===== config.mk =====
export PLATFORM = sky130hd
export DESIGN_NAME = prog_loader_flat
export DESIGN_NICKNAME = d
export VERILOG_FILES = /design/src/rtl/prog_loader_pkg.sv /design/src/rtl/prog_loader_if.sv /design/src/rtl/prog_loader_timer.sv /design/src/rtl/prog_loader.sv /design/src/flat_wrapper.sv
export SDC_FILE = /design/constraint.sdc
export NUM_CORES = 1
export LEC_CHECK = 0
export BUFFER_PORTS_ARGS = -buffer_cell sky130_fd_sc_hd__buf_2
export CAP_MARGIN = 40
export CORE_MARGIN = 2
export CORE_UTILIZATION = 55
export DETAILED_ROUTE_END_ITERATION = 10
export PLACE_DENSITY = 0.76
export SLEW_MARGIN = 20
export SYNTH_ARGS = -nofsm -noshare
export SYNTH_HDL_FRONTEND = slang
export SYNTH_SLANG_ARGS = --single-unit

===== constraint.sdc =====
create_clock -name clk -period 4.7 [get_ports clk]
set_input_delay 0.94 -clock clk [delete_from_list [all_inputs] [get_ports clk]]
set_output_delay 0.94 -clock clk [all_outputs]
set_load 0.03 [all_outputs]

===== src/rtl/prog_loader_pkg.sv =====
// Shared types and sizes for the program-memory loader.
// State encoding, word geometry and the default frame marker.
package brus16_loader_pkg;

   localparam int ADDR_W = 13;
   localparam int DATA_W = 16;

   localparam logic [7:0]  SYNC_BYTE_DFLT = 8'hA5;
   localparam logic [15:0] MAX_LEN        = 16'(2 ** ADDR_W);

   typedef enum logic [2:0] {
      IDLE,
      LEN_HI,
      LEN_LO,
      DATA_HI,
      DATA_LO,
      CHK
   } state_e;

   // A zero length field stands for a full memory image.
   function automatic logic [ADDR_W:0] decode_len(logic [15:0] raw);
      if (raw == 16'h0000)
         decode_len = (ADDR_W + 1)'(2 ** ADDR_W);
      else
         decode_len = raw[ADDR_W:0];
   endfunction

endpackage


===== src/rtl/prog_loader_if.sv =====
// Byte stream in, program memory write port out.
// The loader sits on the slave side.
interface prog_loader_if;
   import brus16_loader_pkg::*;

   logic [7:0]        rx_data;
   logic              rx_valid;
   logic              mem_we;
   logic [ADDR_W-1:0] mem_ad;
   logic [DATA_W-1:0] mem_din;

   modport slave (
      input  rx_data, rx_valid,
      output mem_we, mem_ad, mem_din
   );

   modport master (
      output rx_data, rx_valid,
      input  mem_we, mem_ad, mem_din
   );

endinterface


===== src/rtl/prog_loader_timer.sv =====
// Inter-byte watchdog: reloads on every byte, fires after CYC idle clocks.
module loader_timer #(
   parameter int CYC = 1_000_000
) (
   input  logic clk,
   input  logic rst_n,
   input  logic en,
   input  logic reload,
   output logic expire
);

   localparam int W = $clog2(CYC + 1);

   logic [W-1:0] cnt_q, cnt_d;

   always_comb begin
      cnt_d = cnt_q;
      if (!en || reload)
         cnt_d = W'(CYC);
      else if (cnt_q != '0)
         cnt_d = cnt_q - W'(1);
   end

   always_ff @(posedge clk) begin
      if (!rst_n)
         cnt_q <= W'(CYC);
      else
         cnt_q <= cnt_d;
   end

   // A byte in the expiring cycle wins over the timeout.
   assign expire = en && !reload && (cnt_q == W'(1));

endmodule


===== src/rtl/prog_loader.sv =====
// Framed byte stream -> 8K x 16 program memory writer, holds CPU until loaded.
// Define PROG_LOADER_CHECKSUM_EN to require a trailing XOR checksum byte.
module prog_loader
   import brus16_loader_pkg::*;
#(
   parameter logic [7:0] SYNC_BYTE   = SYNC_BYTE_DFLT,
   parameter int         TIMEOUT_CYC = 1_000_000
) (
   input  logic         clk,
   input  logic         reset,
   prog_loader_if.slave bus,
   output logic         cpu_hold,
   output logic         done,
   output logic         err
);

   state_e            state_q, state_d;
   logic              we_q, we_d;
   logic [ADDR_W-1:0] ad_q, ad_d;
   logic [DATA_W-1:0] din_q, din_d;
   logic              hold_q, hold_d;
   logic              done_q, done_d;
   logic              err_q, err_d;
   logic [7:0]        hi_q, hi_d;
   logic [7:0]        chk_q, chk_d;
   logic [ADDR_W:0]   len_q, len_d;
   logic              last_q, last_d;
   logic              expire;

   loader_timer #(.CYC(TIMEOUT_CYC)) u_timer (
      .clk    (clk),
      .rst_n  (reset),
      .en     (state_q != IDLE),
      .reload (bus.rx_valid),
      .expire (expire)
   );

   always_comb begin
      state_d = state_q;
      we_d    = 1'b0;
      ad_d    = ad_q;
      din_d   = din_q;
      hold_d  = hold_q;
      done_d  = done_q;
      err_d   = 1'b0;
      hi_d    = hi_q;
      chk_d   = chk_q;
      len_d   = len_q;
      last_d  = last_q;

      // Retire the write issued last cycle.
      if (we_q) begin
         if (!last_q)
            ad_d = ad_q + ADDR_W'(1);
`ifndef PROG_LOADER_CHECKSUM_EN
         else begin
            done_d = 1'b1;
            hold_d = 1'b0;
         end
`endif
      end

      if (expire) begin
         err_d   = 1'b1;
         state_d = IDLE;
      end else if (bus.rx_valid) begin
         unique case (state_q)
            IDLE: begin
               if (bus.rx_data == SYNC_BYTE) begin
                  state_d = LEN_HI;
                  hold_d  = 1'b1;
                  done_d  = 1'b0;
                  ad_d    = '0;
                  chk_d   = '0;
                  last_d  = 1'b0;
               end
            end
            LEN_HI: begin
               hi_d    = bus.rx_data;
               state_d = LEN_LO;
            end
            LEN_LO: begin
               if ({hi_q, bus.rx_data} > MAX_LEN) begin
                  err_d   = 1'b1;
                  state_d = IDLE;
               end else begin
                  len_d   = decode_len({hi_q, bus.rx_data});
                  state_d = DATA_HI;
               end
            end
            DATA_HI: begin
               hi_d    = bus.rx_data;
               chk_d   = chk_q ^ bus.rx_data;
               state_d = DATA_LO;
            end
            DATA_LO: begin
               we_d    = 1'b1;
               din_d   = {hi_q, bus.rx_data};
               chk_d   = chk_q ^ bus.rx_data;
               last_d  = ({1'b0, ad_q} == len_q - (ADDR_W + 1)'(1));
`ifdef PROG_LOADER_CHECKSUM_EN
               state_d = last_d ? CHK : DATA_HI;
`else
               state_d = last_d ? IDLE : DATA_HI;
`endif
            end
`ifdef PROG_LOADER_CHECKSUM_EN
            CHK: begin
               state_d = IDLE;
               if (bus.rx_data == chk_q) begin
                  done_d = 1'b1;
                  hold_d = 1'b0;
               end else begin
                  err_d  = 1'b1;
               end
            end
`endif
            default: state_d = IDLE;
         endcase
      end
   end

   always_ff @(posedge clk) begin
      if (!reset) begin
         state_q <= IDLE;
         we_q    <= 1'b0;
         ad_q    <= '0;
         din_q   <= '0;
         hold_q  <= 1'b1;
         done_q  <= 1'b0;
         err_q   <= 1'b0;
         hi_q    <= '0;
         chk_q   <= '0;
         len_q   <= '0;
         last_q  <= 1'b0;
      end else begin
         state_q <= state_d;
         we_q    <= we_d;
         ad_q    <= ad_d;
         din_q   <= din_d;
         hold_q  <= hold_d;
         done_q  <= done_d;
         err_q   <= err_d;
         hi_q    <= hi_d;
         chk_q   <= chk_d;
         len_q   <= len_d;
         last_q  <= last_d;
      end
   end

   assign bus.mem_we  = we_q;
   assign bus.mem_ad  = ad_q;
   assign bus.mem_din = din_q;
   assign cpu_hold    = hold_q;
   assign done        = done_q;
   assign err         = err_q;

endmodule

===== src/flat_wrapper.sv =====
// flat-port wrapper written by rule: the top's interface ports become plain ports
module prog_loader_flat import brus16_loader_pkg::*;
#(
   parameter logic [7:0] SYNC_BYTE   = SYNC_BYTE_DFLT,
   parameter int         TIMEOUT_CYC = 1_000_000
)
  (clk, reset, cpu_hold, done, err, bus_rx_data, bus_rx_valid, bus_mem_we, bus_mem_ad, bus_mem_din);
  prog_loader_if bus_i ();
  input  logic clk;
  input  logic reset;
  output logic cpu_hold;
  output logic done;
  output logic err;
  input wire logic [$bits(bus_i.rx_data)-1:0] bus_rx_data;
  input wire logic [$bits(bus_i.rx_valid)-1:0] bus_rx_valid;
  output wire logic [$bits(bus_i.mem_we)-1:0] bus_mem_we;
  output wire logic [$bits(bus_i.mem_ad)-1:0] bus_mem_ad;
  output wire logic [$bits(bus_i.mem_din)-1:0] bus_mem_din;
  assign bus_i.rx_data = bus_rx_data;
  assign bus_i.rx_valid = bus_rx_valid;
  assign bus_mem_we = bus_i.mem_we;
  assign bus_mem_ad = bus_i.mem_ad;
  assign bus_mem_din = bus_i.mem_din;
  prog_loader #(.SYNC_BYTE(SYNC_BYTE), .TIMEOUT_CYC(TIMEOUT_CYC)) u_core (.clk(clk), .reset(reset), .bus(bus_i), .cpu_hold(cpu_hold), .done(done), .err(err));
endmodule

==> results of run 1 <==
[cell usage after synthesis, types with 2 or more instances]
| library cell | n | share of area (%) |
|---|---|---|
| nor2_1 | 41 | 3.9 |
| o211ai_1 | 4 | 0.77 |
| nand3_1 | 22 | 2.8 |
| dfxtp_1 | 79 | 40 |
| nor3b_1 | 2 | 0.38 |
| nand4b_1 | 3 | 0.67 |
| clkbuf_1 | 20 | 1.9 |
| a21boi_0 | 25 | 4.8 |
| a41oi_1 | 2 | 0.45 |
| o21ai_0 | 5 | 0.64 |
| nand3b_1 | 3 | 0.57 |
| or3_1 | 4 | 0.64 |
| and4_1 | 2 | 0.45 |
| o2111ai_1 | 2 | 0.45 |
| and3_1 | 4 | 0.64 |
| or4_1 | 5 | 0.96 |
| and2_1 | 4 | 0.64 |
| nand2_1 | 60 | 5.7 |
| xnor2_1 | 27 | 6.0 |
| buf_2 | 2 | 0.26 |
| o22ai_1 | 3 | 0.48 |
| nand2b_1 | 2 | 0.32 |
| o211a_1 | 2 | 0.51 |
| a21oi_1 | 8 | 1.0 |
| inv_1 | 8 | 0.77 |
| nor4_1 | 13 | 2.1 |
| nor3_1 | 16 | 2.0 |
| nand4_1 | 5 | 0.80 |
| mux2i_1 | 15 | 3.8 |
| xor2_1 | 13 | 2.9 |
| ha_1 | 4 | 1.3 |
| nor2b_1 | 20 | 3.2 |
[state kept, by name, indices dropped and copies added (netlist names)]
register	cells
u_core.err	1
u_core.bus.mem_ad	13
u_core.hi_q	8
u_core.last_q	1
u_core.len_q	14
u_core.u_timer.cnt_q	20
u_core.bus.mem_din	16
u_core.state_q	3
u_core.done	1
u_core.bus.mem_we	1
u_core.cpu_hold	1
[report_power, final]
group | leakage (nW) | switching [mW] | total (mW) | internal, mW
Combinational | 0.857 | 0.0213 | 0.0340 | 0.0127
Sequential | 0.636 | 0.00129 | 0.671 | 0.669
Clock | 0.0797 | 0.246 | 0.438 | 0.192
Total | 1.57 | 0.269 | 1.14 | 0.874
[routing by layer]
metal | GRT usage, % | up-vias | routed length [um]
met1 | 29.3 | 1597 | 4000
met3 | 5.04 | 14 | 373
met5 | 0 | - | 0
met4 | 8.82 | 0 | 172
met2 | 37.0 | 64 | 4090
li1 | - | 1675 | -
[per-stage QoR]
step / cells / hold WS, ns
global placement: 571 / 0.436
finish: 588 / 0.454
detailed placement: 572 / 0.444
floorplan: 456 / 0.465
CTS: 588 / 0.462
global route: 588 / 0.483
[area by class of cell]
class	count	area [sq um]	area share, %
inverter	8	30.0	0.692
clock buffer	11	131	3.03
clock inverter	5	33.8	0.779
sequential	79	1580	36.4
timing repair buffer	44	230	5.31
multi-input combinational	345	2210	51.0
tap	96	120	2.77
[final timing paths]
path	startpoint	endpoint	slack [ns]	cells after the start
setup / recovery	bus_rx_data[7]	u_core.len_q[11]	2.03	7
hold / removal	u_core.cpu_hold	u_core.cpu_hold	0.45	1
setup reg to reg	u_core.len_q[0]	u_core.state_q[1]	2.07	8
hold reg to reg	u_core.cpu_hold	u_core.cpu_hold	0.45	1
[cell families after synthesis]
| kind of cell | count (synthesis) | synth area share (%) |
|---|---|---|
| AOI/OAI and AO/OA | 69 | 13.7 |
| xor gates and xnor gates | 40 | 8.94 |
| adders and majority gates | 4 | 1.28 |
| buffers and inverters | 32 | 3.22 |
| DFF | 79 | 40.3 |
| muxes | 15 | 3.83 |
| and+or+nand+nor | 217 | 28.7 |
[worst register-to-register path: cells and delay by family (launching register included)]
kind	cells	cell delay, ns
AOI/OAI and AO/OA	4	0.88
and+or+nand+nor	2	0.94
DFF	1	0.34
adders and majority gates	1	0.27
buffers and inverters	1	0.08
==> run_results.csv, run 1 <==
group,metric,value,unit
worst_setup_path,crit_path_end_kind,"flip-flop",
clock_network,clk_pin_slew,0.08,ns
global_routing,overflow,0,
layout,syn_to_final_growth,10.7,%
synth,async_flop_share,0,%
worst_setup_path,crit_chain,"buf_2 -> nor4_1 -> a41oi_1 -> nor4_4 -> buf_8 -> mux2i_1 -> nor2b_1",
worst_setup_path,critPathLaunchType,"input pin",
sta,finalCriticalPeriod,2.67,ns
global_routing,grt_first_pass_wirelength,13800,um
layout,fin_nets,502,
layout,layout_common_cells,"79 x dfxtp_1, 60 x nand2_1, 43 x buf_2",
power_and_ir_drop,leakage,1.57,nW
outcome,status,"completed",
clock_network,cts.path.max_buffers,2,
clock_network,cts_buffers,9,
synth,synth_warnings,0,
worst_setup_path,path_buf_inv,2,
sta,grt_setup_unrepaired,"no",
power_and_ir_drop,ir_drop,0.000205,V
worst_setup_path,crit_slowest_cell,"nor4_4",
detailed_routing,drcViolationCount,0,
clock_network,htreeDepth,3,
clock_network,cts_root_buffer,"clkbuf_8",
detailed_routing,vias,3350,
sta,tns,0,ns
floorplan,ioPinCount,44,
clock_network,cts_resized,0,
power_and_ir_drop,p_total,1.14,mW
clock_network,numClockSinks,79,
synth,syn_avg_cell_area,8.60,sq um
layout,final_common_cell,"dfxtp_1",
layout,final_area,0.00434,sq mm
floorplan,coreArea,0.00683,sq mm
detailed_routing,first_pass_iters,4,
sta,finClkSkew,0.00795,ns
place,io_buffers,43,
synth,synth-edff-count,0,
detailed_routing,drt_iter0_drc,154,
layout,diodes,0,
global_routing,grt_max_degree,48,
place,gp_congestion,0.855,
sta,tightest_slew,0.768,ns
clock_network,clock_latency,0.36,ns
clock_network,tritoncts,"done",
sta,maxSlewViolCount,0,
global_routing,antenna_found_initial,0,
place,placed_area,0.00417,sq mm
sta,layout_worst_path_cycle_share,56.8,%
clock_network,postCtsSetupBuffers,0,
run,max_cap_violations,0,
synth,ys_types,63,
floorplan,rows,30,
sta,hold_violations,0,
sta,achievable-frequency,375,MHz
worst_setup_path,cp_top_family,"simple AND/OR/NAND/NOR gates",
worst_setup_path,critical_path_class,"input pin to flip-flop",
place,dp_worst_setup_slack,1.68,ns
sta,slew_headroom,48.4,%
layout,post-route-util,63.5,%
clock_network,cts_hold_buf,0,
detailed_routing,wl_per_cell,14.7,um
worst_setup_path,critPathRequiredTime,4.95,ns
floorplan,initial_core_util,57.4,%
power_and_ir_drop,powerDensity,263,mW/mm^2
worst_setup_path,cp.arrival,2.92,ns
global_routing,grt_use_total,22.6,%
synth,syn_inst,456,
floorplan,die_h,88.4,um
floorplan,dieArea,0.00782,sq mm
global_routing,grt_pass1_vias,2945,
floorplan,die_w,88.4,um
synth,synth_seq_area_share,40.3,%
layout,fillers,622,
synth,synthesis.area,0.00392,sq mm
detailed_routing,postRouteWirelength,8630,um
synth,synth_ff_type,"dfxtp_1",
synth,synth_seq_cells,79,
detailed_routing,viasPerCell,5.70,
min_path,hp-class,"flip-flop to flip-flop",
layout,drive_gt1_share,14.2,%
detailed_routing,final_antenna_net_count,0,
sta,finalWorstSetupSlack,2.03,ns
sta,setup_viol,0,
place,dp.final_hpwl,6260,um
synth,synth_fp_nets,471,
worst_setup_path,slowest_delay,0.52,ns
worst_setup_path,worstPathMaxFanout,12,
Power figures use the tool's default switching activity.
==> inputs of run 2 (changes only) <==
==> constraint.sdc (replaced) <==
create_clock -name clk -period 2.7 [get_ports clk]
set_input_delay 0.54 -clock clk [delete_from_list [all_inputs] [get_ports clk]]
set_output_delay 0.54 -clock clk [all_outputs]
set_load 0.03 [all_outputs]
==> run 2 against run 1 <==
  * Sequential cell count unchanged
  * Critical path depth grew 1
  * Power grew 82%
==> run_results.csv, run 2 (same netlist as run 1, synthesis figures left out) <==
group,metric,value,unit
layout,final_common_cell,"dfxtp_1",
detailed_routing,first_pass_iters,4,
clock_network,postCtsSetupBuffers,0,
worst_setup_path,rrSetupSlack,0.23,ns
sta,finalWorstSetupSlack,0.234,ns
clock_network,cts.path.max_buffers,2,
sta,tightest_slew,0.663,ns
global_routing,grt_pass1_vias,3065,
power_and_ir_drop,ir_drop,0.000268,V
worst_setup_path,startpoint,"u_core.len_q[0]",
layout,layout_common_cells,"79 x dfxtp_1, 60 x nand2_1, 43 x buf_2",
global_routing,overflow,0,
floorplan,initial_core_util,57.4,%
worst_setup_path,critical_path_class,"flip-flop to flip-flop",
min_path,hp-class,"flip-flop to flip-flop",
min_path,holdPathStages,1,
worst_setup_path,crit_chain,"inv_1 -> ha_1 -> or4b_1 -> a2111o_1 -> a211oi_2 -> a221oi_2 -> nor4_2 -> a21oi_1",
sta,finalCriticalPeriod,2.47,ns
worst_setup_path,slowest_delay,0.56,ns
floorplan,coreArea,0.00683,sq mm
place,dp_worst_setup_slack,0.226,ns
worst_setup_path,r2r_cells,8,
worst_setup_path,crit_path_end_kind,"flip-flop",
detailed_routing,postRouteWirelength,8600,um
clock_network,htreeDepth,3,
floorplan,die_h,88.4,um
detailed_routing,drt_iter0_drc,150,
sta,slew_headroom,55.7,%
clock_network,cts_hold_buf,0,
clock_network,clock_latency,0.35,ns
worst_setup_path,critPathRequiredTime,2.93,ns
detailed_routing,viasPerCell,5.69,
worst_setup_path,r2r_end,"u_core.state_q[1]",
sta,hold_violations,0,
sta,maxSlewViolCount,0,
detailed_routing,vias,3388,
sta,layout_worst_path_cycle_share,91.3,%
layout,fillers,646,
worst_setup_path,cp.arrival,2.69,ns
clock_network,numClockSinks,79,
sta,grt_setup_unrepaired,"no",
sta,achievable-frequency,406,MHz
sta,setup_viol,0,
clock_network,cts_root_buffer,"clkbuf_8",
layout,drive_gt1_share,15.4,%
sta,tns,0,ns
detailed_routing,wl_per_cell,14.4,um
floorplan,die_w,88.4,um
floorplan,ioPinCount,44,
clock_network,tritoncts,"done",
floorplan,dieArea,0.00782,sq mm
global_routing,grt_first_pass_wirelength,14100,um
worst_setup_path,crit_slowest_cell,"or4b_1",
power_and_ir_drop,powerDensity,472,mW/mm^2
global_routing,grt_max_degree,26,
floorplan,rows,30,
place,gp_congestion,0.886,
clock_network,cts_resized,0,
detailed_routing,final_antenna_net_count,0,
place,dp.final_hpwl,6290,um
layout,syn_to_final_growth,12.4,%
layout,diodes,0,
clock_network,clk_pin_slew,0.08,ns
layout,top_register,"u_core.u_timer.cnt_q",
clock_network,cts_buffers,9,
worst_setup_path,worstPathMaxFanout,6,
global_routing,grt_use_total,23.0,%
detailed_routing,drcViolationCount,0,
place,io_buffers,43,
outcome,status,"completed",
global_routing,antenna_found_initial,0,
power_and_ir_drop,leakage,1.62,nW
layout,fin_nets,509,
sta,finClkSkew,0.0124,ns
worst_setup_path,worstReg2RegStart,"u_core.len_q[0]",
run,max_cap_violations,0,
worst_setup_path,setup.worst_path.end,"u_core.state_q[1]",
worst_setup_path,critPathLaunchType,"flip-flop",
layout,largest_register_ffs,20,
[run 2: critical path, delay by kind of cell, from the launching register on]
kind	cells	cell delay, ns
AND/OR/NAND/NOR	2	0.92
AO/OA/AOI/OAI	4	0.85
flip-flops	1	0.34
adder cells (fa/ha/maj)	1	0.16
buffers and inverters	1	0.08
[run 2: how the worst min path moves through the flow]
stage | start | to | slack (ns)
after floorplan | u_core.last_q | u_core.last_q | 0.47
after global placement | u_core.cpu_hold | u_core.cpu_hold | 0.44
after detailed placement | u_core.cpu_hold | u_core.cpu_hold | 0.45
after CTS | u_core.cpu_hold | u_core.cpu_hold | 0.46
after global routing | u_core.cpu_hold | u_core.cpu_hold | 0.48
final | u_core.cpu_hold | u_core.cpu_hold | 0.46
[run 2: layout make-up]
class                   count  area, sq um  area share (%)
well taps                  96          120            2.72
repair buffers             51          275            6.24
inverters                   8         30.0           0.681
clock buffers              11          131            2.98
flip-flops and latches     79         1580            35.9
multi-input cells         345         2210            50.2
clock inverters             5         57.6            1.31
[run 2: stage by stage]
stage | utilization (%) | total power, mW | cell area, sq um | hold slack, ns | cells
floorplan | - | 1.23 | 3920 | 0.465 | 456
global placement | 61.8 | 1.25 | 4220 | 0.438 | 579
detailed placement | 61.8 | 1.26 | 4220 | 0.446 | 579
CTS | 64.5 | 2.10 | 4410 | 0.464 | 595
global route | 64.5 | 2.16 | 4410 | 0.479 | 595
finish | 64.5 | 2.08 | 4410 | 0.456 | 595
[run 2: where the power goes]
group          internal, mW  leakage [nW]  switching [mW]
logic                0.0240         0.889          0.0380
clock network         0.430        0.0977           0.422
registers              1.17         0.636         0.00222
[run 2: per-layer routing]
layer  GRT usage, %  vias to the layer above  share of wire [%]
met1           30.9                     1615                 45
met5              0                        -                  0
met2           36.9                       81                 48
li1               -                     1676                  -
met3           6.16                       16                5.0
met4           5.51                        0                1.4
==> inputs of run 3 (changes only) <==
--- a/config.mk
+++ b/config.mk
@@ -5,12 +5,13 @@
 export SDC_FILE = /design/constraint.sdc
 export NUM_CORES = 1
 export LEC_CHECK = 0
+export ABC_AREA = 1
 export BUFFER_PORTS_ARGS = -buffer_cell sky130_fd_sc_hd__buf_2
 export CAP_MARGIN = 40
 export CORE_MARGIN = 2
-export CORE_UTILIZATION = 55
+export CORE_UTILIZATION = 59
 export DETAILED_ROUTE_END_ITERATION = 10
-export PLACE_DENSITY = 0.76
+export PLACE_DENSITY = 0.8
 export SLEW_MARGIN = 20
 export SYNTH_ARGS = -nofsm -noshare
 export SYNTH_HDL_FRONTEND = slang
==> run 3 against run 2 <==
  * Power decreased by 2.3%
  * Sequential share of layout area decreased by 0.66 points
  * Fmax increased by 28%
  * Via count increased by 10%
  * Register-to-register slack better by 0.53 ns
  * Die area fell by 3.4%
  * Synthesized cell count increased by 25%
  * Clock-buffer cell count shrank 2
  * Largest cell class unchanged
  * Sequential cell count unchanged
  * Sequential power hardly changed
==> run_results.csv, run 3 <==
group,metric,value,unit
synth,post-synth-top-area-cell,"dfxtp_1",
floorplan,dieArea,0.00755,sq mm
synth,syn_avg_cell_area,7.12,sq um
clock_network,cts_buffers,9,
power_and_ir_drop,p_switching,0.512,mW
worst_setup_path,critPathLaunchType,"flip-flop",
place,io_buffers,43,
floorplan,die_h,86.9,um
power_and_ir_drop,ir_drop,0.000282,V
outcome,status,"completed",
global_routing,grt_pass1_vias,3416,
layout,layout_common_cells,"113 x nand2_1, 79 x dfxtp_1, 75 x inv_1",
clock_network,clock_latency,0.35,ns
floorplan,coreArea,0.00672,sq mm
synth,synth_common_cells,"113 x nand2_1, 79 x dfxtp_1, 75 x inv_1",
layout,top_register,"u_core.u_timer.cnt_q",
detailed_routing,viasPerCell,5.36,
clock_network,cts_hold_buf,0,
detailed_routing,postRouteWirelength,8780,um
sta,tns,0,ns
synth,synth_top_area_share,39.0,%
power_and_ir_drop,p_total,2.03,mW
synth,ys_types,42,
floorplan,ioPinCount,44,
power_and_ir_drop,p_int,1.52,mW
worst_setup_path,cp.arrival,2.18,ns
sta,tightest_slew,0.591,ns
sta,grt_setup_unrepaired,"no",
layout,fin_nets,628,
synth,yosysMostFrequentCell,"nand2_1",
worst_setup_path,critical_path_class,"flip-flop to flip-flop",
power_and_ir_drop,power_frac_comb,2.7,%
detailed_routing,first_pass_iters,5,
detailed_routing,drt_iter0_drc,165,
synth,synth_fp_nets,585,
power_and_ir_drop,swShare,25.2,%
layout,syn_to_final_growth,10.7,%
layout,largest_register_ffs,20,
global_routing,grt_use_total,24.2,%
power_and_ir_drop,powerDensity,453,mW/mm^2
synth,synth-edff-count,0,
worst_setup_path,worstPathMaxFanout,5,
sta,maxSlewViolCount,0,
power_and_ir_drop,power_frac_seq,57.3,%
clock_network,tritoncts,"done",
global_routing,grt_max_degree,28,
sta,achievable-frequency,518,MHz
synth,synth_warnings,0,
detailed_routing,drcViolationCount,0,
layout,diodes,0,
detailed_routing,vias,3742,
sta,finalCriticalPeriod,1.93,ns
worst_setup_path,critPathRequiredTime,2.95,ns
synth,synth_seq_cells,79,
floorplan,die_w,86.9,um
clock_network,numClockSinks,79,
synth,synth_seq_area_share,39.0,%
layout,final_common_cell,"nand2_1",
sta,layout_worst_path_cycle_share,71.5,%
worst_setup_path,crit_path_end_kind,"flip-flop",
sta,setup_viol,0,
power_and_ir_drop,pwr-share-clk,40.0,%
place,dp.final_hpwl,6580,um
sta,hold_violations,0,
detailed_routing,wl_per_cell,12.6,um
synth,syn_inst,570,
floorplan,initial_core_util,60.4,%
min_path,hp-class,"flip-flop to flip-flop",
synth,synthesis.area,0.00406,sq mm
global_routing,overflow,0,
clock_network,postCtsSetupBuffers,0,
clock_network,cts_root_buffer,"clkbuf_8",
synth,async_flop_share,0,%
place,gp_congestion,0.889,
run,max_cap_violations,0,
detailed_routing,final_antenna_net_count,0,
global_routing,grt_first_pass_wirelength,14700,um
clock_network,cts.path.max_buffers,2,
clock_network,htreeDepth,3,
sta,slew_headroom,60.2,%
worst_setup_path,rrSetupSlack,0.77,ns
layout,drive_gt1_share,16.5,%
synth,synth.area.top_cells,"dfxtp_1 39%, nand2_1 10%, a21oi_1 7.2%, inv_1 6.9%, nor2_1 5.3%",
synth,synth_ff_type,"dfxtp_1",
clock_network,clk_pin_slew,0.09,ns
floorplan,rows,30,
sta,finClkSkew,0.00901,ns
clock_network,cts_resized,0,
power_and_ir_drop,leakage,2.02,nW
global_routing,antenna_found_initial,0,
==> run 3: cell count changes after synthesis, sizes merged, moves of 6 or more <==
cell,delta
a21boi,-24
a21oi,+50
clkbuf,-13
inv,+74
mux2i,-15
nand2,+59
nand3,+16
nor2,+29
nor2b,-20
nor4,-9
o21ai,+38
or4,-6
xnor2,-19
==> run 3: worst paths after layout <==
path,startpoint,end,cells past startpoint
hold reg to reg,u_core.bus.mem_din[13],u_core.bus.mem_din[13],2
setup reg to reg,u_core.len_q[0],u_core.state_q[0],15
setup / recovery,u_core.len_q[0],u_core.state_q[0],15
hold / removal,u_core.bus.mem_din[13],u_core.bus.mem_din[13],2
==> run 3: critical path, stage by stage, from the launching register on <==
cell	delay (ns)
dfxtp_1	0.35
inv_1	0.10
ha_1	0.21
nand3_2	0.13
nor2_2	0.23
nand2_1	0.07
nand2_1	0.06
nand2_1	0.05
inv_1	0.04
nand2_1	0.05
nor2_1	0.19
nand2_1	0.07
nand2_1	0.08
nand3_1	0.08
nand2_1	0.06
a21oi_1	0.05
==> run 3: power by group through the flow <==
stage,clock network (mW),registers [mW],logic [mW]
floorplan,0,1.19,0.0295
global placement,0,1.19,0.0521
detailed placement,0,1.19,0.0535
CTS,0.825,1.17,0.0538
global route,0.872,1.17,0.0608
finish,0.814,1.17,0.0545
==> run 3: logic make-up after synthesis <==
| logic type | Yosys count | share of synthesized area (%) |
|---|---|---|
| AND/OR/NAND/NOR | 262 | 31.6 |
| AO/OA/AOI/OAI | 110 | 14.2 |
| buffers and inverters | 97 | 10.1 |
| flip-flops | 79 | 39.0 |
| XOR/XNOR | 18 | 3.89 |
| adder cells (fa/ha/maj) | 4 | 1.23 |
==> run 3: area by class of cell <==
type	instances	area, sq um
inverters	84	333
well taps	80	100
clock buffers	9	124
multi-input cells	394	2060
flip-flops and latches	79	1580
repair buffers	45	230
clock inverters	7	57.6
fillers	583	2230
==> run 3: routing by layer <==
metal	up-vias	GRT usage (%)	wire [um]
met4	0	8.66	159
met5	-	0	0
met1	1699	31.4	4290
li1	1939	-	-
met2	88	40.0	4000
met3	16	4.83	326
==> run 3: per-stage QoR <==
step           worst slack (ns)  util (%)  hold WS (ns)  cells  area [sq um]
2_1_floorplan             0.981         -         0.443    570          4060
3_3_place_gp              0.628      64.1         0.446    682          4310
3_5_place_dp              0.517      64.1         0.449    682          4310
4_1_cts                   0.788      66.8         0.463    698          4490
5_1_grt                   0.465      66.8         0.483    698          4490
6_report                  0.769      66.8         0.461    698          4490
